`src/rtl/hiscore_pkg.sv`:
```
// hiscore_pkg
//   Types and widths shared between the hiscore engine and the RAM port
//   that answers it inside the game core.
//   - HS_ADDR_W / HS_DATA_W : default RAM address and data widths.
//   - hs_port_state_t       : arbitration states of hiscore_ram_port.
package hiscore_pkg;

    localparam int HS_ADDR_W = 12;
    localparam int HS_DATA_W = 8;

    typedef enum logic [1:0] {
        IDLE    = 2'd0,
        DRAIN   = 2'd1,
        GRANT   = 2'd2,
        RELEASE = 2'd3
    } hs_port_state_t;

endpackage

```
`src/rtl/hs_drain_counter.sv`:
```
// hs_drain_counter
//   Counts clock-enable pulses while the CPU bus drains. tc_o flags the
//   enable pulse that completes N counts, so the owner can move on at
//   that same edge.
//   Ports:
//     clk, reset_n : clock, asynchronous active-low reset
//     count_en_i   : advance by one on this clk
//     clear_i      : synchronous clear, wins over count_en_i
//     tc_o         : this enable pulse is the N-th one
module hs_drain_counter #(
    parameter int N = 4
) (
    input  logic clk,
    input  logic reset_n,
    input  logic count_en_i,
    input  logic clear_i,
    output logic tc_o
);

    localparam int CW = $clog2(N + 1);

    logic [CW-1:0] count_q;
    logic [CW-1:0] count_d;

    assign tc_o = count_en_i && (count_q == CW'(N - 1));

    always_comb begin
        count_d = count_q;
        if (clear_i) begin
            count_d = '0;
        end else if (count_en_i) begin
            count_d = count_q + 1'b1;
        end
    end

    always_ff @(posedge clk or negedge reset_n) begin
        if (!reset_n) begin
            count_q <= '0;
        end else begin
            count_q <= count_d;
        end
    end

endmodule

```
`src/rtl/hiscore_ram_port.sv`:
```
// hiscore_ram_port
//   Shares the game's work/score RAM between the Z80 bus and the hiscore
//   engine. A hiscore request pauses the CPU, lets the in-flight bus cycle
//   drain for DRAIN_CYCLES ena_6 pulses, then hands the RAM port over.
//   Ports:
//     clk, reset_n, ena_6                 : clock, async reset, 6 MHz enable
//     hs_access/hs_address/hs_data_in/hs_write : hiscore engine request side
//     hs_data_out/hs_ready/hs_err         : hiscore engine response side
//     cpu_hold                            : CPU pause request
//     cpu_addr/cpu_wdata/cpu_we/cpu_cs    : Z80 RAM access
//     ram_addr/ram_wdata/ram_we/ram_rdata : synchronous RAM, 1-clk read
//     dbg_state_o                         : current arbitration state
//
//   Handshake: hs_access is a level request held for the whole session.
//   hs_ready is high exactly while the port is granted; only then are
//   hs_address and hs_write honoured. Dropping hs_access ends the session
//   and hs_ready falls on the same edge the release begins.
module hiscore_ram_port
    import hiscore_pkg::*;
#(
    parameter int ADDR_W       = HS_ADDR_W,
    parameter int DATA_W       = HS_DATA_W,
    parameter int RAM_DEPTH    = 4096,
    parameter int DRAIN_CYCLES = 4
) (
    input  logic              clk,
    input  logic              reset_n,
    input  logic              ena_6,
    input  logic              hs_access,
    input  logic [ADDR_W-1:0] hs_address,
    input  logic [DATA_W-1:0] hs_data_in,
    input  logic              hs_write,
    output logic [DATA_W-1:0] hs_data_out,
    output logic              hs_ready,
    output logic              hs_err,
    output logic              cpu_hold,
    input  logic [ADDR_W-1:0] cpu_addr,
    input  logic [DATA_W-1:0] cpu_wdata,
    input  logic              cpu_we,
    input  logic              cpu_cs,
    output logic [ADDR_W-1:0] ram_addr,
    output logic [DATA_W-1:0] ram_wdata,
    output logic              ram_we,
    input  logic [DATA_W-1:0] ram_rdata,
    output logic [1:0]        dbg_state_o
);

    // One extra bit so a depth equal to 2**ADDR_W still compares correctly.
    localparam logic [ADDR_W:0] DEPTH_L = (ADDR_W + 1)'(RAM_DEPTH);

    hs_port_state_t    state_q, state_d;
    logic              cpu_hold_q, cpu_hold_d;
    logic              hs_ready_q, hs_ready_d;
    logic              hs_err_q, hs_err_d;
    logic [DATA_W-1:0] hs_data_out_q, hs_data_out_d;

    logic drain_en;
    logic drain_clr;
    logic drain_tc;
    logic hs_in_range;

    assign hs_in_range = ({1'b0, hs_address} < DEPTH_L);
    assign drain_en    = (state_q == DRAIN) && ena_6;
    // Any exit from DRAIN (or not being in it) leaves the counter at zero.
    assign drain_clr   = (state_q != DRAIN) || !hs_access || drain_tc;

    hs_drain_counter #(
        .N(DRAIN_CYCLES)
    ) u_drain (
        .clk       (clk),
        .reset_n   (reset_n),
        .count_en_i(drain_en),
        .clear_i   (drain_clr),
        .tc_o      (drain_tc)
    );

    always_comb begin
        state_d = state_q;
        case (state_q)
            IDLE:    if (hs_access) state_d = DRAIN;
            DRAIN: begin
                if (!hs_access) begin
                    state_d = RELEASE;
                end else if (drain_tc) begin
                    state_d = GRANT;
                end
            end
            GRANT:   if (!hs_access) state_d = RELEASE;
            RELEASE: state_d = IDLE;
            default: state_d = IDLE;
        endcase

        // Flags are registered from the next state so they change on the
        // same edge as the state and cannot glitch.
        cpu_hold_d    = (state_d != IDLE);
        hs_ready_d    = (state_d == GRANT);
        hs_err_d      = hs_err_q | (hs_write & ((state_q != GRANT) | !hs_in_range));
        hs_data_out_d = (state_q == GRANT) ? ram_rdata : hs_data_out_q;
    end

    // RAM mux: combinational so the CPU path adds no latency. Keyed on the
    // state register, so an async reset returns the port to the CPU at once.
    always_comb begin
        ram_addr  = cpu_addr;
        ram_wdata = cpu_wdata;
        ram_we    = cpu_we & cpu_cs;
        case (state_q)
            GRANT: begin
                ram_addr  = hs_address;
                ram_wdata = hs_data_in;
                ram_we    = hs_write & hs_in_range;
            end
            RELEASE: ram_we = 1'b0;
            default: ;
        endcase
    end

    always_ff @(posedge clk or negedge reset_n) begin
        if (!reset_n) begin
            state_q       <= IDLE;
            cpu_hold_q    <= 1'b0;
            hs_ready_q    <= 1'b0;
            hs_err_q      <= 1'b0;
            hs_data_out_q <= '0;
        end else begin
            state_q       <= state_d;
            cpu_hold_q    <= cpu_hold_d;
            hs_ready_q    <= hs_ready_d;
            hs_err_q      <= hs_err_d;
            hs_data_out_q <= hs_data_out_d;
        end
    end

    assign cpu_hold    = cpu_hold_q;
    assign hs_ready    = hs_ready_q;
    assign hs_err      = hs_err_q;
    assign hs_data_out = hs_data_out_q;
    assign dbg_state_o = state_q;

endmodule

```
`config.mk`:
```
export PLATFORM = sky130hd
export DESIGN_NAME = hiscore_ram_port
export DESIGN_NICKNAME = d
export VERILOG_FILES = /design/src/rtl/hiscore_pkg.sv /design/src/rtl/hs_drain_counter.sv /design/src/rtl/hiscore_ram_port.sv
export SDC_FILE = /design/constraint.sdc
export NUM_CORES = 1
export LEC_CHECK = 0
export ABC_AREA = 1
export BUFFER_PORTS_ARGS = -buffer_cell sky130_fd_sc_hd__buf_2
export CORE_ASPECT_RATIO = 0.7
export CORE_UTILIZATION = 33
export CTS_CLUSTER_DIAMETER = 80
export DETAILED_ROUTE_END_ITERATION = 6
export HOLD_SLACK_MARGIN = 0.08
export PLACE_DENSITY = 0.72
export SYNTH_ARGS = -nofsm -noshare
export SYNTH_HDL_FRONTEND = slang
export SYNTH_SLANG_ARGS = --single-unit
```
`constraint.sdc`:
```
create_clock -name clk -period 1.9 [get_ports clk]
set_clock_uncertainty 0.15 [all_clocks]
set_input_delay 0 -clock clk [delete_from_list [all_inputs] [get_ports clk]]
set_output_delay 0 -clock clk [all_outputs]
set_load 0.01 [all_outputs]
```
==> impl_metrics.env, run 1 <==
export IMPL_syn_nets=203
export IMPL_r2r_cells=5
export IMPL_cp_startpoint="dbg_state_o[0]"
export IMPL_slew_viol_final=0
export IMPL_post_cts_buffers=0
export IMPL_core_rowCount=16
export IMPL_core_area_um2=2800
export IMPL_final_cells=282
export IMPL_endpoint_kind="output pin"
export IMPL_setup_viol=0
export IMPL_leakage_nw=0.995
export IMPL_routedWlPerCell_um=9.37
export IMPL_clock_fmax_ghz=0.596
export IMPL_maxSlewHeadroom_pct=53.2
export IMPL_hold_violations=0
export IMPL_ys_seq_elements=16
export IMPL_cts_made_buffers=3
export IMPL_nets=304
export IMPL_clk_pin_slew_worst_paths_ns=0.07
export IMPL_die_x_um=67.2
export IMPL_cp_slowest_stage_delay_ns=0.46
export IMPL_cp_max_fo=30
export IMPL_io_pins=89
export IMPL_insertedDiodeCount=0
export IMPL_area_growth_syn_to_layout_pct=64.3
export IMPL_p_per_area_nw_per_um2=1130
export IMPL_synth_area_leaders="dfrtp_1, nand2_1, buf_6"
export IMPL_crit_required_ns=1.75
export IMPL_dr_pass1_iters=4
export IMPL_gp_congestion=0.723
export IMPL_grtUsageTotal_pct=16.4
export IMPL_r2r_end="u_drain.count_q[1]"
export IMPL_root_buffer="clkbuf_8"
export IMPL_syn_cell_area_um2=981
export IMPL_syn_inst=146
export IMPL_wl_um=2640
export IMPL_htreeDepth=1
export IMPL_synth_seq_area_share_pct=40.8
export IMPL_io_buffers=88
export IMPL_hold_path_cell_count=4
export IMPL_yosysWarnings=0
export IMPL_fin_crit_sh_pct=88.3
export IMPL_endpoint="ram_we"
export IMPL_cts_sinks=16
export IMPL_drc=0
export IMPL_drtAntennaViolNets=0
export IMPL_place_hpwl_um=1910
export IMPL_setup_worst_path_start_class="register"
export IMPL_setup_tns_ns=0
export IMPL_ir_drop_v=0.000681
export IMPL_grt_pass1_vias=875
export IMPL_cp_data_arrival_time_ns=1.53
export IMPL_max_cap_violations=0
export IMPL_antenna_found_initial=0
export IMPL_status="completed"
export IMPL_yosysTopAreaCell="dfrtp_1"
export IMPL_path_class="register to output pin"
export IMPL_rr_startpoint="u_drain.count_q[0]"
export IMPL_vias_per_cell=4.15
export IMPL_dieArea_um2=3200
export IMPL_drive_gt1_share_pct=41.5
export IMPL_synth_cell_type_count=19
export IMPL_cp_cell_sequence="nor2_4, inv_4, o21ai_1, buf_2"
export IMPL_post_route_min_period_ns=1.68
export IMPL_cp_slowest_cell="dfrtp_1"
export IMPL_dr_total_vias=1170
export IMPL_synth_area_per_cell_um2=6.72
export IMPL_r2r_slack_ns=0.44
export IMPL_cts_buffer_depth=2
export IMPL_grt_overflow_total=0
export IMPL_cts_tree="yes"
export IMPL_synth_top_cell_area_share_pct=40.8
export IMPL_clock_latency_ns=0.25
export IMPL_die_h_um=47.6
export IMPL_grt_pass1_wl_um=3760
export IMPL_grt_max_degree=31
export IMPL_hold_path_class="input port to output pin"
export IMPL_tightest_slew_ns=0.700
export IMPL_initial_core_util_pct=35.0
export IMPL_rsz0062_at_grt="false"
export IMPL_drt_initial_drc_count=20
export IMPL_dp_cells=265
-- synth_stat cells --
library cell and count:
nand4_1 1, o21ai_1 1, nand3_1 2, nand2_1 97, ha_1 2, buf_4 2, buf_2 1, nor2_2 1
dfrtp_1 16, a21oi_1 2, nand2_2 1, or2_2 1, a31oi_2 1, nor2_1 2, inv_2 3, o21bai_1 1
buf_6 3, inv_1 7, nor2_4 2
-- cell type report --
class                   count  area [um2]
fillers                   268        1190
repair buffers            102         582
multi-input cells         114         489
flip-flops and latches     16         400
clock buffers               4        55.1
well taps                  36        45.0
inverters                  10        40.0
-- through the flow --
step | total power [mW] | utilization [%] | hold slack [ns] | setup slack [ns] | cell area [um2]
6_report | 1.81 | 57.5 | 0.120 | 0.222 | 1610
3_3_place_gp | 1.49 | 50.7 | -0.230 | 0.404 | 1420
3_5_place_dp | 1.50 | 50.7 | -0.223 | 0.379 | 1420
2_1_floorplan | 1.17 | - | -0.446 | 0.595 | 981
5_1_grt | 2.00 | 57.5 | 0.141 | 0.0407 | 1610
4_1_cts | 1.82 | 57.3 | 0.122 | 0.101 | 1610
-- per-layer routing --
| metal | vias to the layer above | global-route usage, % | wire length [um] |
|---|---|---|---|
| li1 | 636 | - | - |
| met1 | 480 | 20.6 | 1260 |
| met2 | 50 | 26.4 | 1140 |
| met3 | 4 | 5.00 | 215 |
| met4 | 0 | 7.66 | 36 |
| met5 | - | 0 | 0 |
-- worst min path at each step --
stage,endpoint,slack (ns),start
2_1_floorplan,cpu_hold,-0.45,reset_n
3_3_place_gp,u_drain.count_q[0],-0.23,reset_n
3_5_place_dp,u_drain.count_q[0],-0.22,reset_n
4_1_cts,ram_addr[5],0.12,cpu_addr[5]
5_1_grt,ram_wdata[4],0.14,cpu_wdata[4]
6_report,ram_addr[1],0.12,cpu_addr[1]
-- registers in the layout, indices dropped and copies added (netlist names) --
signal,cells
hs_ready,1
dbg_state_o,2
u_drain.count_q,3
hs_err,1
cpu_hold,1
hs_data_out,8
-- kinds of logic after synthesis --
logic type / Yosys count / share of synthesized area (%)
AO/OA/AOI/OAI: 5 / 3.57
adder cells (fa/ha/maj): 2 / 2.55
buffers and inverters: 16 / 9.31
AND/OR/NAND/NOR: 107 / 43.8
flip-flops: 16 / 40.8
-- power breakdown --
part	leakage, nW	internal, mW	switching, mW	total [mW]
Clock	0.0288	0.184	0.120	0.304
Combinational	0.768	0.389	0.578	0.967
Sequential	0.198	0.464	0.0787	0.542
Total	0.995	1.04	0.776	1.81
-- timing repair --
action | in CTS | in global routing
gates resized for setup | 0 | 3
hold buffers | 13 | 0
endpoints found under the setup margin | 0 | 21
endpoints found under the hold margin | 32 | 0
-- cell usage in the layout, fill, tap and decap left out --
cell           netlist  layout
a21oi_1              2       2
a31oi_2              1       1
buf_2                1      88
buf_6                3       1
clkbuf_8             0       4
dfrtp_1             16      16
dlygate4sd3_1        0      13
ha_1                 2       2
inv_1                7       7
inv_2                3       2
inv_4                0       1
nand2_1             97      97
nand2_2              1       1
nand3_1              2       2
nand4_1              1       1
nor2_1               2       2
nor2_2               1       1
nor2_4               2       2
o21ai_1              1       1
o21bai_1             1       1
or2_2                1       1
-- worst max-delay path: cells and delay by family (launching register included) --
kind,cells,cell delay (ns)
DFF,1,0.46
buffers and inverters,2,0.34
and+or+nand+nor,1,0.32
AOI/OAI and AO/OA,1,0.15
(Power assumes the default switching activity.)
==> run 2: changes to the inputs <==
- PLACE_DENSITY: 0.72 -> 0.75
- clock period: 1.9 -> 1.4 ns (I/O delays scaled with it)
==> impl_metrics.env, run 2 (same netlist as run 1, synthesis figures left out) <==
export IMPL_dp_cells=267
export IMPL_cts_buffer_depth=2
export IMPL_cp_max_fo=3
export IMPL_antenna_found_initial=0
export IMPL_routedWlPerCell_um=9.85
export IMPL_fin_crit_sh_pct=104
export IMPL_hold_violations=0
export IMPL_rr_startpoint="u_drain.count_q[0]"
export IMPL_endpoint_kind="register"
export IMPL_largest_register_ffs=8
export IMPL_cp_data_arrival_time_ns=1.43
export IMPL_fin_ws_ns=-0.0500
export IMPL_grt_overflow_total=0
export IMPL_p_per_area_nw_per_um2=1540
export IMPL_crit_required_ns=1.38
export IMPL_fin_util_pct=63.3
export IMPL_drtAntennaViolNets=0
export IMPL_place_area_um2=1440
export IMPL_cts_sinks=16
export IMPL_rsz0062_at_grt="true"
export IMPL_stdcell_area_um2=1770
export IMPL_io_buffers=88
export IMPL_post_route_min_period_ns=1.45
export IMPL_die_x_um=67.2
export IMPL_grt_pass1_wl_um=3840
export IMPL_layout_common_cells="nand2_1, buf_2, dfrtp_1, dlygate4sd3_1, nand2_2"
export IMPL_dp_slack_ns=-0.0220
export IMPL_wl_um=2880
export IMPL_clock_latency_ns=0.24
export IMPL_ir_drop_v=0.000832
export IMPL_grtUsageTotal_pct=16.7
export IMPL_grt_max_degree=30
export IMPL_grt_pass1_vias=951
export IMPL_final_cells=292
export IMPL_status="finished, violations left"
export IMPL_io_pins=89
export IMPL_core_area_um2=2800
export IMPL_final_common_cell="nand2_1"
export IMPL_maxSlewHeadroom_pct=77.0
export IMPL_slew_viol_final=0
export IMPL_cts_tree="yes"
export IMPL_hold_ws_ns=0.122
export IMPL_cp_startpoint="u_drain.count_q[0]"
export IMPL_place_hpwl_um=1940
export IMPL_leakage_nw=1.05
export IMPL_die_h_um=47.6
export IMPL_clk_pin_slew_worst_paths_ns=0.06
export IMPL_insertedDiodeCount=0
export IMPL_area_growth_syn_to_layout_pct=80.7
export IMPL_vias_per_cell=4.36
export IMPL_drc=0
export IMPL_drt_initial_drc_count=17
export IMPL_root_buffer="clkbuf_8"
export IMPL_tightest_slew_ns=0.345
export IMPL_dieArea_um2=3200
export IMPL_dr_total_vias=1273
export IMPL_core_rowCount=16
export IMPL_clock_fmax_ghz=0.690
export IMPL_setup_tns_ns=-0.724
export IMPL_htreeDepth=1
export IMPL_setup_worst_path_start_class="register"
export IMPL_initial_core_util_pct=35.0
export IMPL_setup_viol=22
export IMPL_path_class="register to register"
export IMPL_drive_gt1_share_pct=49.2
export IMPL_violations="negative setup slack"
export IMPL_dr_pass1_iters=4
export IMPL_gp_congestion=0.811
export IMPL_finalPower_mw=2.73
export IMPL_hp_start="cpu_addr[6]"
export IMPL_fillCellCount=253
export IMPL_max_cap_violations=0
export IMPL_nets=314
export IMPL_hold_path_class="input port to output pin"
export IMPL_cts_made_buffers=3
==> run 2: cell count changes in the layout (fill, tap and decap cells not counted), moves of 2 or more <==
cell     previous run  this run
buf_4               0         8
nand2_1            97        89
nand2_2             1         9
buf_2              88        86
buf_6               1         3
ha_1                2         0
==> run 2: area by class of cell <==
type | instances | area [um2] | area share [%]
multi-input cells | 114 | 544 | 30.7
clock buffers | 4 | 55.1 | 3.11
flip-flops and latches | 16 | 402 | 22.7
inverters | 10 | 37.5 | 2.12
well taps | 36 | 45.0 | 2.54
repair buffers | 112 | 689 | 38.9
==> run 2: repair_timing <==
item	CTS	global route
endpoints found under the setup margin	25	27
hold buffers	13	0
buffers inserted	7	1
pin swaps	2	3
hold endpoints to repair	32	0
resized for setup	9	15
==> run 2: final timing paths <==
kind / cells past startpoint / slack [ns] / to
worst max-delay path: 7 / -0.05 / dbg_state_o[0]
worst min-delay path: 4 / 0.12 / ram_addr[6]
worst max register to register: 7 / -0.05 / dbg_state_o[0]
worst min register to register: 2 / 0.32 / hs_data_out[0]
max in group asynchronous: 3 / 0.22 / dbg_state_o[0]
min in group asynchronous: 3 / 0.60 / dbg_state_o[1]
==> run 2: worst max-delay path, stage by stage, from the launching register on <==
cell,delay (ns)
dfrtp_1,0.38
ha_2,0.20
ha_4,0.11
nand4_1,0.14
nand2_1,0.15
nand2_2,0.08
nand2_1,0.06
nand2_1,0.05
==> run 2: power by group <==
part	total [mW]	internal (mW)	switching [mW]
registers	0.721	0.633	0.0882
logic	1.62	0.714	0.901
clock network	0.394	0.249	0.145
total	2.73	1.60	1.13
==> run 2: layer usage <==
layer	vias up	GRT usage [%]	wire length, um
li1	656	-	-
met1	567	18.5	1190
met2	48	32.2	1470
met3	2	4.52	202
met4	0	4.68	12
met5	-	0	0
==> run 3: changes to the inputs <==
- GPL_TIMING_DRIVEN: default -> 0
==> impl_metrics.env, run 3 (same netlist as run 1, synthesis figures left out) <==
export IMPL_path_class="register to output pin"
export IMPL_hold_violations=0
export IMPL_setup_worst_path_start_class="register"
export IMPL_violations="negative setup slack"
export IMPL_routedWlPerCell_um=10.3
export IMPL_tightest_slew_ns=0.358
export IMPL_dieArea_um2=3200
export IMPL_drt_initial_drc_count=26
export IMPL_cp_max_fo=5
export IMPL_antenna_found_initial=0
export IMPL_grt_overflow_total=0
export IMPL_layout_common_cells="buf_2, nand2_1, nand2_2, dfrtp_1, dlygate4sd3_1"
export IMPL_drtAntennaViolNets=0
export IMPL_area_growth_syn_to_layout_pct=89.3
export IMPL_cts_made_buffers=3
export IMPL_clock_fmax_ghz=0.674
export IMPL_largest_register_ffs=8
export IMPL_internal_power_mw=1.66
export IMPL_grt_pass1_wl_um=3730
export IMPL_ir_drop_v=0.000902
export IMPL_final_common_cell="buf_2"
export IMPL_place_hpwl_um=2000
export IMPL_htreeDepth=1
export IMPL_cts_buffer_depth=2
export IMPL_slew_viol_final=0
export IMPL_power_switching_mw=1.19
export IMPL_root_buffer="clkbuf_8"
export IMPL_fin_crit_sh_pct=106
export IMPL_nets=316
export IMPL_p_per_area_nw_per_um2=1530
export IMPL_grtUsageTotal_pct=16.4
export IMPL_grt_max_degree=17
export IMPL_clock_latency_ns=0.25
export IMPL_fillCellCount=243
export IMPL_status="finished, violations left"
export IMPL_core_rowCount=16
export IMPL_p_sw_share_pct=41.7
export IMPL_insertedDiodeCount=0
export IMPL_cp_cell_sequence="nor2_4, inv_4, buf_6, nand2_4, nand2_4, buf_6"
export IMPL_drive_gt1_share_pct=55.8
export IMPL_gp_congestion=0.826
export IMPL_grt_pass1_vias=881
export IMPL_io_pins=89
export IMPL_finalPower_mw=2.85
export IMPL_dr_pass1_iters=4
export IMPL_io_buffers=88
export IMPL_power_frac_comb_pct=60.4
export IMPL_clkPwrFrac_pct=14.3
export IMPL_rsz0062_at_grt="true"
export IMPL_leakage_nw=1.07
export IMPL_maxSlewHeadroom_pct=76.1
export IMPL_final_cells=294
export IMPL_setup_tns_ns=-1.44
export IMPL_crit_required_ns=1.25
export IMPL_die_x_um=67.2
export IMPL_cp_slowest_cell="dfrtp_2"
export IMPL_cts_sinks=16
export IMPL_setup_viol=21
export IMPL_crit_family="flip-flops"
export IMPL_hold_path_class="input port to output pin"
export IMPL_cts_tree="yes"
export IMPL_drc=0
export IMPL_die_h_um=47.6
export IMPL_dr_total_vias=1259
export IMPL_max_cap_violations=0
export IMPL_initial_core_util_pct=35.0
export IMPL_sequentialPowerShare_pct=25.3
export IMPL_crit_buf_inv=3
export IMPL_vias_per_cell=4.28
export IMPL_clk_pin_slew_worst_paths_ns=0.07
export IMPL_wl_um=3040
export IMPL_post_route_min_period_ns=1.48
export IMPL_cp_slowest_stage_delay_ns=0.43
export IMPL_fin_ws_ns=-0.0847
export IMPL_dp_cells=270
export IMPL_core_area_um2=2800
export IMPL_cp_data_arrival_time_ns=1.33
export IMPL_endpoint_kind="output pin"
-- run 3: cell count changes in the layout (fill, tap and decap cells not counted), moves of 2 or more --
cell     change
nand2_4      +2
nand2_2     +12
a21oi_1      -2
nand2_1     -14
a21oi_2      +2
buf_6        +8
buf_4        -3
-- run 3: worst paths after layout --
kind,startpoint,end,slack (ns),cells past startpoint
setup / recovery,dbg_state_o[0],ram_addr[1],-0.08,6
hold / removal,cpu_addr[11],ram_addr[11],0.13,4
setup reg to reg,u_drain.count_q[0],dbg_state_o[0],0,7
hold reg to reg,hs_data_out[4],hs_data_out[4],0.32,2
max in group asynchronous,reset_n,dbg_state_o[0],0.22,3
min in group asynchronous,reset_n,dbg_state_o[1],0.60,3
-- run 3: timing repair --
action / 4_1_cts / 5_1_grt
pin swaps: 3 / 9
setup endpoints to repair: 25 / 27
hold buffers: 13 / 0
setup buffers: 6 / 0
gates cloned: 0 / 2
resized for setup: 8 / 39
endpoints found under the hold margin: 32 / 0
-- run 3: metal layers --
| metal | wire [um] | vias to the layer above | GRT usage, % |
|---|---|---|---|
| met5 | 0 | - | 0 |
| met4 | 0 | 0 | 2.55 |
| met3 | 221 | 0 | 4.29 |
| met2 | 1540 | 49 | 30.6 |
| met1 | 1280 | 549 | 19.7 |
| li1 | - | 661 | - |
-- run 3: worst min-delay path, delay by kind of cell --
kind	cells	cell delay [ns]
buffers and inverters	2	0.17
and+or+nand+nor	2	0.10
-- run 3: power by group through the flow --
stage | clock (mW) | combinational [mW] | sequential (mW)
2_1_floorplan | 0 | 0.772 | 0.815
3_5_place_dp | 0 | 1.39 | 0.739
3_3_place_gp | 0 | 1.37 | 0.732
6_report | 0.408 | 1.72 | 0.719
4_1_cts | 0.419 | 1.53 | 0.717
5_1_grt | 0.434 | 1.92 | 0.739
-- run 3: area by class of cell --
type | instances | area (um2) | area share (%)
multi-input cells | 114 | 598 | 32.2
plain buffers | 5 | 56.3 | 3.03
repair buffers | 109 | 661 | 35.6
clock buffers | 4 | 55.1 | 2.96
well taps | 36 | 45.0 | 2.43
inverters | 10 | 40.0 | 2.16
flip-flops and latches | 16 | 402 | 21.6
-- run 3: metrics by stage --
| step | utilization [%] | instance area (um2) | setup WS, ns | hold WS [ns] |
|---|---|---|---|---|
| after detailed placement | 52.3 | 1470 | -0.0514 | -0.218 |
| after floorplan | - | 981 | 0.0946 | -0.446 |
| after global placement | 52.3 | 1470 | -0.0180 | -0.227 |
| after global routing | 66.3 | 1860 | -0.152 | 0.142 |
| after CTS | 61.1 | 1710 | -0.0215 | 0.123 |
| final | 66.3 | 1860 | -0.0847 | 0.127 |
